[src/rtl/cart_input_conditioner.sv]
// Input front end for the railway cart: synchronises and debounces the four raw board inputs,
// turns button presses into one-cycle pulses and paces auto mode with a periodic STEP strobe.
module cart_input_conditioner #(
  parameter int SYNC_STAGES     = 2,
  parameter int DEBOUNCE_CYCLES = 1_000_000,
  parameter int DEB_W           = 20,
  parameter int STEP_DIV        = 50_000_000,
  parameter int STEP_W          = 26
) (
  input  logic CLK,
  input  logic RESET_N,
  input  logic BTN_RIGHT_RAW,
  input  logic BTN_LEFT_RAW,
  input  logic SW_DIR_RAW,
  input  logic SW_AUTO_RAW,
  output logic RIGHT,
  output logic LEFT,
  output logic DIR,
  output logic AUTO,
  output logic STEP
);

  // Bit 1 of the state is the accepted level q, so q comes straight from a flop.
  typedef enum logic [1:0] {
    IDLE_LO = 2'b00,
    WAIT_HI = 2'b01,
    IDLE_HI = 2'b10,
    WAIT_LO = 2'b11
  } deb_state_t;

  localparam int                NUM_IN    = 4;
  localparam logic [DEB_W-1:0]  DEB_LAST  = DEB_W'(DEBOUNCE_CYCLES - 1);
  localparam logic [STEP_W-1:0] STEP_LAST = STEP_W'(STEP_DIV - 1);

  logic [NUM_IN-1:0] w_raw;
  logic [NUM_IN-1:0] w_sync;
  logic [NUM_IN-1:0] w_q;
  logic [NUM_IN-1:0] w_q_next;

  assign w_raw = {SW_AUTO_RAW, SW_DIR_RAW, BTN_LEFT_RAW, BTN_RIGHT_RAW};

  genvar gi;
  generate
    for (gi = 0; gi < NUM_IN; gi++) begin : g_in
      logic [SYNC_STAGES-1:0] r_sync;
      deb_state_t             r_state;
      deb_state_t             w_state_next;
      logic [DEB_W-1:0]       r_cnt;
      logic [DEB_W-1:0]       w_cnt_next;

      always_ff @(posedge CLK or negedge RESET_N) begin
        if (!RESET_N) begin
          r_sync  <= '0;
          r_state <= IDLE_LO;
          r_cnt   <= '0;
        end else begin
          r_sync  <= {r_sync[SYNC_STAGES-2:0], w_raw[gi]};
          r_state <= w_state_next;
          r_cnt   <= w_cnt_next;
        end
      end

      // The cycle that leaves IDLE counts as the first stable sample, so a new level
      // is accepted on the DEBOUNCE_CYCLES-th consecutive differing sample.
      always_comb begin
        w_state_next = r_state;
        w_cnt_next   = r_cnt;
        case (r_state)
          IDLE_LO: begin
            if (w_sync[gi]) begin
              if (DEB_LAST == '0) begin
                w_state_next = IDLE_HI;
                w_cnt_next   = '0;
              end else begin
                w_state_next = WAIT_HI;
                w_cnt_next   = DEB_W'(1);
              end
            end
          end
          WAIT_HI: begin
            if (!w_sync[gi]) begin
              w_state_next = IDLE_LO;
              w_cnt_next   = '0;
            end else if (r_cnt == DEB_LAST) begin
              w_state_next = IDLE_HI;
              w_cnt_next   = '0;
            end else begin
              w_cnt_next = r_cnt + DEB_W'(1);
            end
          end
          IDLE_HI: begin
            if (!w_sync[gi]) begin
              if (DEB_LAST == '0) begin
                w_state_next = IDLE_LO;
                w_cnt_next   = '0;
              end else begin
                w_state_next = WAIT_LO;
                w_cnt_next   = DEB_W'(1);
              end
            end
          end
          WAIT_LO: begin
            if (w_sync[gi]) begin
              w_state_next = IDLE_HI;
              w_cnt_next   = '0;
            end else if (r_cnt == DEB_LAST) begin
              w_state_next = IDLE_LO;
              w_cnt_next   = '0;
            end else begin
              w_cnt_next = r_cnt + DEB_W'(1);
            end
          end
          default: begin
            w_state_next = IDLE_LO;
            w_cnt_next   = '0;
          end
        endcase
      end

      assign w_sync[gi]   = r_sync[SYNC_STAGES-1];
      assign w_q[gi]      = r_state[1];
      assign w_q_next[gi] = w_state_next[1];
    end
  endgenerate

  logic              r_right;
  logic              r_left;
  logic              r_step;
  logic [STEP_W-1:0] r_step_cnt;

  always_ff @(posedge CLK or negedge RESET_N) begin
    if (!RESET_N) begin
      r_right <= 1'b0;
      r_left  <= 1'b0;
    end else begin
      r_right <= w_q_next[0] & ~w_q[0];
      r_left  <= w_q_next[1] & ~w_q[1];
    end
  end

  // Counting runs only while AUTO is high now and stays high, so the rising edge
  // starts from zero and the falling edge clears without a strobe.
  always_ff @(posedge CLK or negedge RESET_N) begin
    if (!RESET_N) begin
      r_step_cnt <= '0;
      r_step     <= 1'b0;
    end else if (!w_q[3] || !w_q_next[3]) begin
      r_step_cnt <= '0;
      r_step     <= 1'b0;
    end else if (r_step_cnt == STEP_LAST) begin
      r_step_cnt <= '0;
      r_step     <= 1'b1;
    end else begin
      r_step_cnt <= r_step_cnt + STEP_W'(1);
      r_step     <= 1'b0;
    end
  end

  assign RIGHT = r_right;
  assign LEFT  = r_left;
  assign DIR   = w_q[2];
  assign AUTO  = w_q[3];
  assign STEP  = r_step;

endmodule

[config.mk]
export PLATFORM = sky130hd
export DESIGN_NAME = cart_input_conditioner
export DESIGN_NICKNAME = d
export VERILOG_FILES = /design/src/rtl/cart_input_conditioner.sv
export SDC_FILE = /design/constraint.sdc
export NUM_CORES = 1
export LEC_CHECK = 0
export CAP_MARGIN = 20
export CORE_MARGIN = 3
export CORE_UTILIZATION = 46
export DETAILED_ROUTE_END_ITERATION = 6
export GPL_ROUTABILITY_DRIVEN = 0
export SKIP_CTS_REPAIR_TIMING = 1
export SLEW_MARGIN = 10
export SYNTH_ARGS = -nofsm -noshare
export SYNTH_HDL_FRONTEND = slang
export SYNTH_SLANG_ARGS = --single-unit
[constraint.sdc]
create_clock -name CLK -period 6.2 [get_ports CLK]
set_input_delay 0.62 -clock CLK [delete_from_list [all_inputs] [get_ports CLK]]
set_output_delay 0.62 -clock CLK [all_outputs]
set_load 0.01 [all_outputs]
==> results.cfg, run 1 <==
[critical_path]
cp.required_ns = 6.46
crit-reg2reg-launch = g_in[3].r_cnt[0]$_DFFE_PN0P_
worst-setup-path-type = reg2reg
crit_family = simple AND/OR/NAND/NOR gates
end_kind = flop
r2r-end = r_step_cnt[14]$_DFF_PN0_
crit_fanout = 25
cp.arrival_ns = 3.14
r2r_cells = 6
cp-start-kind = flop
path_cells = ha_1 > nand4_2 > or4_4 > o41ai_2 > or2_1 > nor2_1
cp_slowest_stage_delay_ns = 0.74
crit_buf_inv = 0
r2r_slack_ns = 3.32
crit_slowest_cell = or2_1

[logic_synthesis]
synth_warnings = 0
syn_inst = 684
synth-edff-count = 0
ys_types = 54
async_flop_share_pct = 100
avgSynthCellArea_um2 = 9.43
synthFlopType = dfrtp_1
syn_area_um2 = 6450
synth_nets = 695
synth_seq_cells = 125
ys_seq_area_share_pct = 48.5

[global_routing]
grt_pass1_vias = 5001
grt_overflow = 0
grtUsageTotal_pct = 18.1
grt_max_degree = 80
antenna_found_initial = 0
grt_pass1_wl_um = 23600

[floorplan]
start_util_pct = 47.9
die_h_um = 124
rows = 42
io_pins = 11
die_width_um = 124
core_area_um2 = 13500
die_area_um2 = 15500

[routing]
wl_per_cell_um = 15.3
viasPerCell = 5.88
num_vias = 5188
dr.pass1.iters = 5
drc = 0
ant_nets = 0
first_iter_violations = 345
wirelength_um = 13500

[sta]
slew_violations = 0
setup_violations = 0
period_share_pct = 46.5
holdWs_ns = 0.169
fin_setup_tns_ns = 0
slew_headroom_pct = 36.1
hold_viol_final = 0
grt_setup_unrepaired = no
clock.fmax_mhz = 347
fin_skew_ns = 0.00714
worstMarginPinSlew_ns = 0.950
period_needed_ns = 2.88

[worst_hold_path]
hold_class = in2async

[finish]
nFillCells = 1257
drive_above_1_share_pct = 7.51
diodes = 0
nets = 706
area.growth.synth_to_final_pct = 13.7

[cts]
cts_htree_levels = 4
clock_latency_ns = 0.41
cts_buffers = 17
clockBufferDepth = 2
cts-root-buf = clkbuf_16
clkTransAtPathRegs_ns = 0.05
clock-sinks = 125
cts_tree = built

[placed_design]
io_buffers = 10
dpl.hpwl_um = 8700

[pwr]
power.static_leakage_nw = 3.00
ir_drop_mv = 0.212
powerDensity_nw_per_um2 = 277

[run]
cap_violations = 0

[outcome]
outcome = finished, final reports clean
## layer usage
layer	up-vias	GRT usage, %	part of all wire [%]
met2	115	29.6	48
li1	2551	-	-
met3	18	4.03	3.7
met1	2504	24.0	47
met4	0	5.74	1.4
met5	-	0	0
## how the worst max path moves through the flow
| stage | start | slack [ns] | cells past startpoint | to |
|---|---|---|---|---|
| final | g_in[3].r_cnt[0]$_DFFE_PN0P_ | 3.32 | 6 | r_step_cnt[14]$_DFF_PN0_ |
| after global routing | g_in[3].r_cnt[0]$_DFFE_PN0P_ | 3.15 | 6 | r_step_cnt[2]$_DFF_PN0_ |
| after CTS | g_in[3].r_cnt[0]$_DFFE_PN0P_ | 3.33 | 6 | r_step_cnt[14]$_DFF_PN0_ |
| after detailed placement | g_in[3].r_cnt[0]$_DFFE_PN0P_ | 3.34 | 6 | r_step_cnt[9]$_DFF_PN0_ |
| after global placement | g_in[3].r_cnt[0]$_DFFE_PN0P_ | 3.48 | 6 | r_step_cnt[19]$_DFF_PN0_ |
| after floorplan | g_in[3].r_cnt[0]$_DFFE_PN0P_ | 4.02 | 8 | r_step_cnt[10]$_DFF_PN0_ |
## power by group
group / leakage, nW / internal [mW] / switching (mW)
combinational: 0.998 / 0.0377 / 0.0639
sequential: 1.70 / 0.842 / 0.0361
clock: 0.302 / 0.710 / 0.344
## sequential cells by signal, indices dropped and copies added (netlist names), named ones only
signal        cells
STEP              1
g_in.r_sync       8
r_step_cnt       26
g_in.r_state      7
RIGHT             1
g_in.r_cnt       80
LEFT              1
## synth_stat cells (13+ instances only)
library cell / n / area share, %
and3_1: 16 / 1.6
nand3_1: 53 / 4.1
a21oi_1: 43 / 3.3
nor4_1: 13 / 1.3
xor2_1: 26 / 3.5
nand2_1: 59 / 3.4
nand4_1: 25 / 2.4
o21ai_0: 31 / 2.4
clkbuf_1: 15 / 0.87
nor2_1: 62 / 3.6
inv_1: 16 / 0.93
dfrtp_1: 125 / 49
a31oi_1: 47 / 4.6
## metrics by stage
stage                     util [%]  worst slack (ns)  total power [mW]  cell area [um2]  instances
after global placement        49.4              3.48             0.983             6650        846
after global routing          54.5              3.15              2.12             7330        882
final                         54.5              3.32              2.03             7330        882
after floorplan                  -              4.02             0.947             6450        684
after CTS                     54.1              3.33              2.05             7280        878
after detailed placement      49.5              3.34             0.991             6660        848
## worst reg2reg max path, cell delays in order (launching register included)
cell     delay (ns)
dfrtp_1        0.40
ha_1           0.27
nand4_2        0.22
or4_4          0.61
o41ai_2        0.36
or2_1          0.74
nor2_1         0.14
## cell usage in the layout, fill, tap and decap left out, drive strengths merged, types with 15 or more instances in the layout
cell and n:
and3 16, nand4 26, nor2 62, nand2 59, inv 16, nor4 15, nand3 53, o21ai 31
clkbuf 26, dfrtp 125, xor2 26, a21oi 43, a31oi 47
## final cells by class
class,instances,area [um2],share of cell area (%)
multi-input cells,517,3120,42.6
well taps,176,220,3.00
flip-flops and latches,125,3130,42.7
clock buffers,24,492,6.71
repair buffers,18,176,2.41
clock inverters,6,133,1.81
inverters,16,60.1,0.819
## logic make-up (layout without fill, tap and decap cells)
kind of cell    after synthesis  after routing  synth area share [%]
xor+xnor                     31             31                  4.21
buf+inv                      42             64                  3.14
simple gates                302            302                  24.7
mux                          16             16                  2.56
flops                       125            125                  48.5
fa+ha+maj                     5              5                 0.970
compound gates              163            163                  15.9
No activity file was read; power rests on OpenSTA's default activity.
==> inputs of run 2 (changes only) <==
Clock period 6.2 ns to 2.98 ns, I/O delays scaled along.
==> results.cfg, run 2 (synthesis results as in run 1) <==
[sta]
period_share_pct = 87.2
hold_viol_final = 0
period_needed_ns = 2.60
worstMarginPinSlew_ns = 0.853
fin_setup_tns_ns = 0
fin_skew_ns = 0.00623
slew_violations = 0
clock.fmax_mhz = 385
slew_headroom_pct = 43.1
setup_violations = 0
grt_setup_unrepaired = no

[critical_path]
worst-setup-path-type = reg2reg
cp_slowest_stage_delay_ns = 0.59
cp-start-kind = flop
cp.required_ns = 3.27
end_kind = flop
crit_family = simple AND/OR/NAND/NOR gates
crit_buf_inv = 1
crit-reg2reg-launch = g_in[3].r_cnt[0]$_DFFE_PN0P_
cp.arrival_ns = 2.89
path_cells = ha_1 > nand4_2 > or4_4 > o41ai_2 > or2_1 > buf_12 > nor2_1
crit_slowest_cell = or4_4
critPathLaunch = g_in[3].r_cnt[0]$_DFFE_PN0P_
crit_fanout = 16

[finish]
final_common_cell = dfrtp_1
largest_reg_flops = 80
largest-register = g_in.r_cnt
nFillCells = 1193
top_regs = g_in.r_cnt: 80 flops, r_step_cnt: 26 flops, g_in.r_sync: 8 flops
drive_above_1_share_pct = 8.43
layout_common_cells = dfrtp_1, nor2_1, nand2_1
diodes = 0
area.growth.synth_to_final_pct = 13.9
nets = 711

[routing]
wl_per_cell_um = 15.3
viasPerCell = 5.90
met2_wirelength_um = 6750
highest_layer = met4
wirelength_um = 13600
num_vias = 5242
first_iter_violations = 360
dr.pass1.iters = 5
wl_met1_um = 6300
drc = 0
ant_nets = 0
dr_wl_met3_um = 433

[floorplan]
core_area_um2 = 13500
die_width_um = 124
die_area_um2 = 15500
die_h_um = 124
start_util_pct = 47.9
rows = 42
io_pins = 11

[cts]
clock_latency_ns = 0.41
cts_tree = built
cts-root-buf = clkbuf_16
clockBufferDepth = 2
cts_htree_levels = 4
clkTransAtPathRegs_ns = 0.06
cts_buffers = 17
clock-sinks = 125

[pwr]
ir_drop_mv = 0.382
powerDensity_nw_per_um2 = 554
power.static_leakage_nw = 3.03
power_mw = 4.07

[global_routing]
antenna_found_initial = 0
grt_overflow = 0
grt_pass1_wl_um = 24200
grt_max_degree = 59
grtUsageTotal_pct = 18.5
grt_pass1_vias = 5237

[placed_design]
io_buffers = 10
dpl.hpwl_um = 9140

[worst_hold_path]
min_from = SW_AUTO_RAW
hold_class = in2reg

[outcome]
outcome = finished, final reports clean

[run]
cap_violations = 0
-- run 2: cell types whose count changed in the layout (fill, tap and decap cells not counted), sizes merged --
| cell | change |
|---|---|
| buf | +6 |
| bufinv | -2 |
| clkbuf | -2 |
| clkinv | +4 |
| clkinvlp | -1 |
| dlygate4sd3 | +1 |
-- run 2: area by class of cell --
type	instances	area [um2]	area share, %
flip-flops and latches	125	3130	42.6
multi-input cells	517	3120	42.6
clock buffers	24	502	6.83
repair buffers	23	223	3.03
well taps	176	220	3.00
clock inverters	7	85.1	1.16
inverters	16	60.1	0.818
-- run 2: where the power goes --
part           internal (mW)  switching [mW]
Clock                   1.33           0.702
Combinational         0.0782           0.133
Sequential              1.75          0.0702
Total                   3.16           0.906
-- run 2: through the flow --
step                hold WS (ns)  cell area [um2]  std cells  setup WS, ns  util (%)
finish                     0.322             7340        888         0.383      54.6
global route               0.319             7340        888         0.213      54.6
CTS                      -0.0942             7330        887         0.364      54.5
detailed placement         0.340             6750        856         0.395      50.1
global placement           0.334             6750        856         0.464      50.1
floorplan                0.00241             6450        684         0.800         -
-- run 2: path summary, 6_finish.rpt --
kind	endpoint	slack, ns	cells after the start
worst min register to register	g_in[1].r_sync[1]$_DFF_PN0_	0.35	0
max in group asynchronous	r_step_cnt[14]$_DFF_PN0_	1.78	3
worst min-delay path	g_in[3].r_sync[0]$_DFF_PN0_	0.32	1
worst max register to register	r_step_cnt[21]$_DFF_PN0_	0.38	7
min in group asynchronous	g_in[3].r_cnt[16]$_DFFE_PN0P_	0.44	2
worst max-delay path	r_step_cnt[21]$_DFF_PN0_	0.38	7
-- run 2: routing by layer --
layer  vias up  track usage (%)
li1       2561                -
met1      2579             23.8
met2        90             30.5
met3        12             5.02
met4         0             6.19
met5         -                0
==> inputs of run 3 (changes only) <==
Settings changed: SETUP_SLACK_MARGIN from default to 0.1.
==> results of run 3 <==
The final DEF is identical to that of run 2; final timing and power are the same.
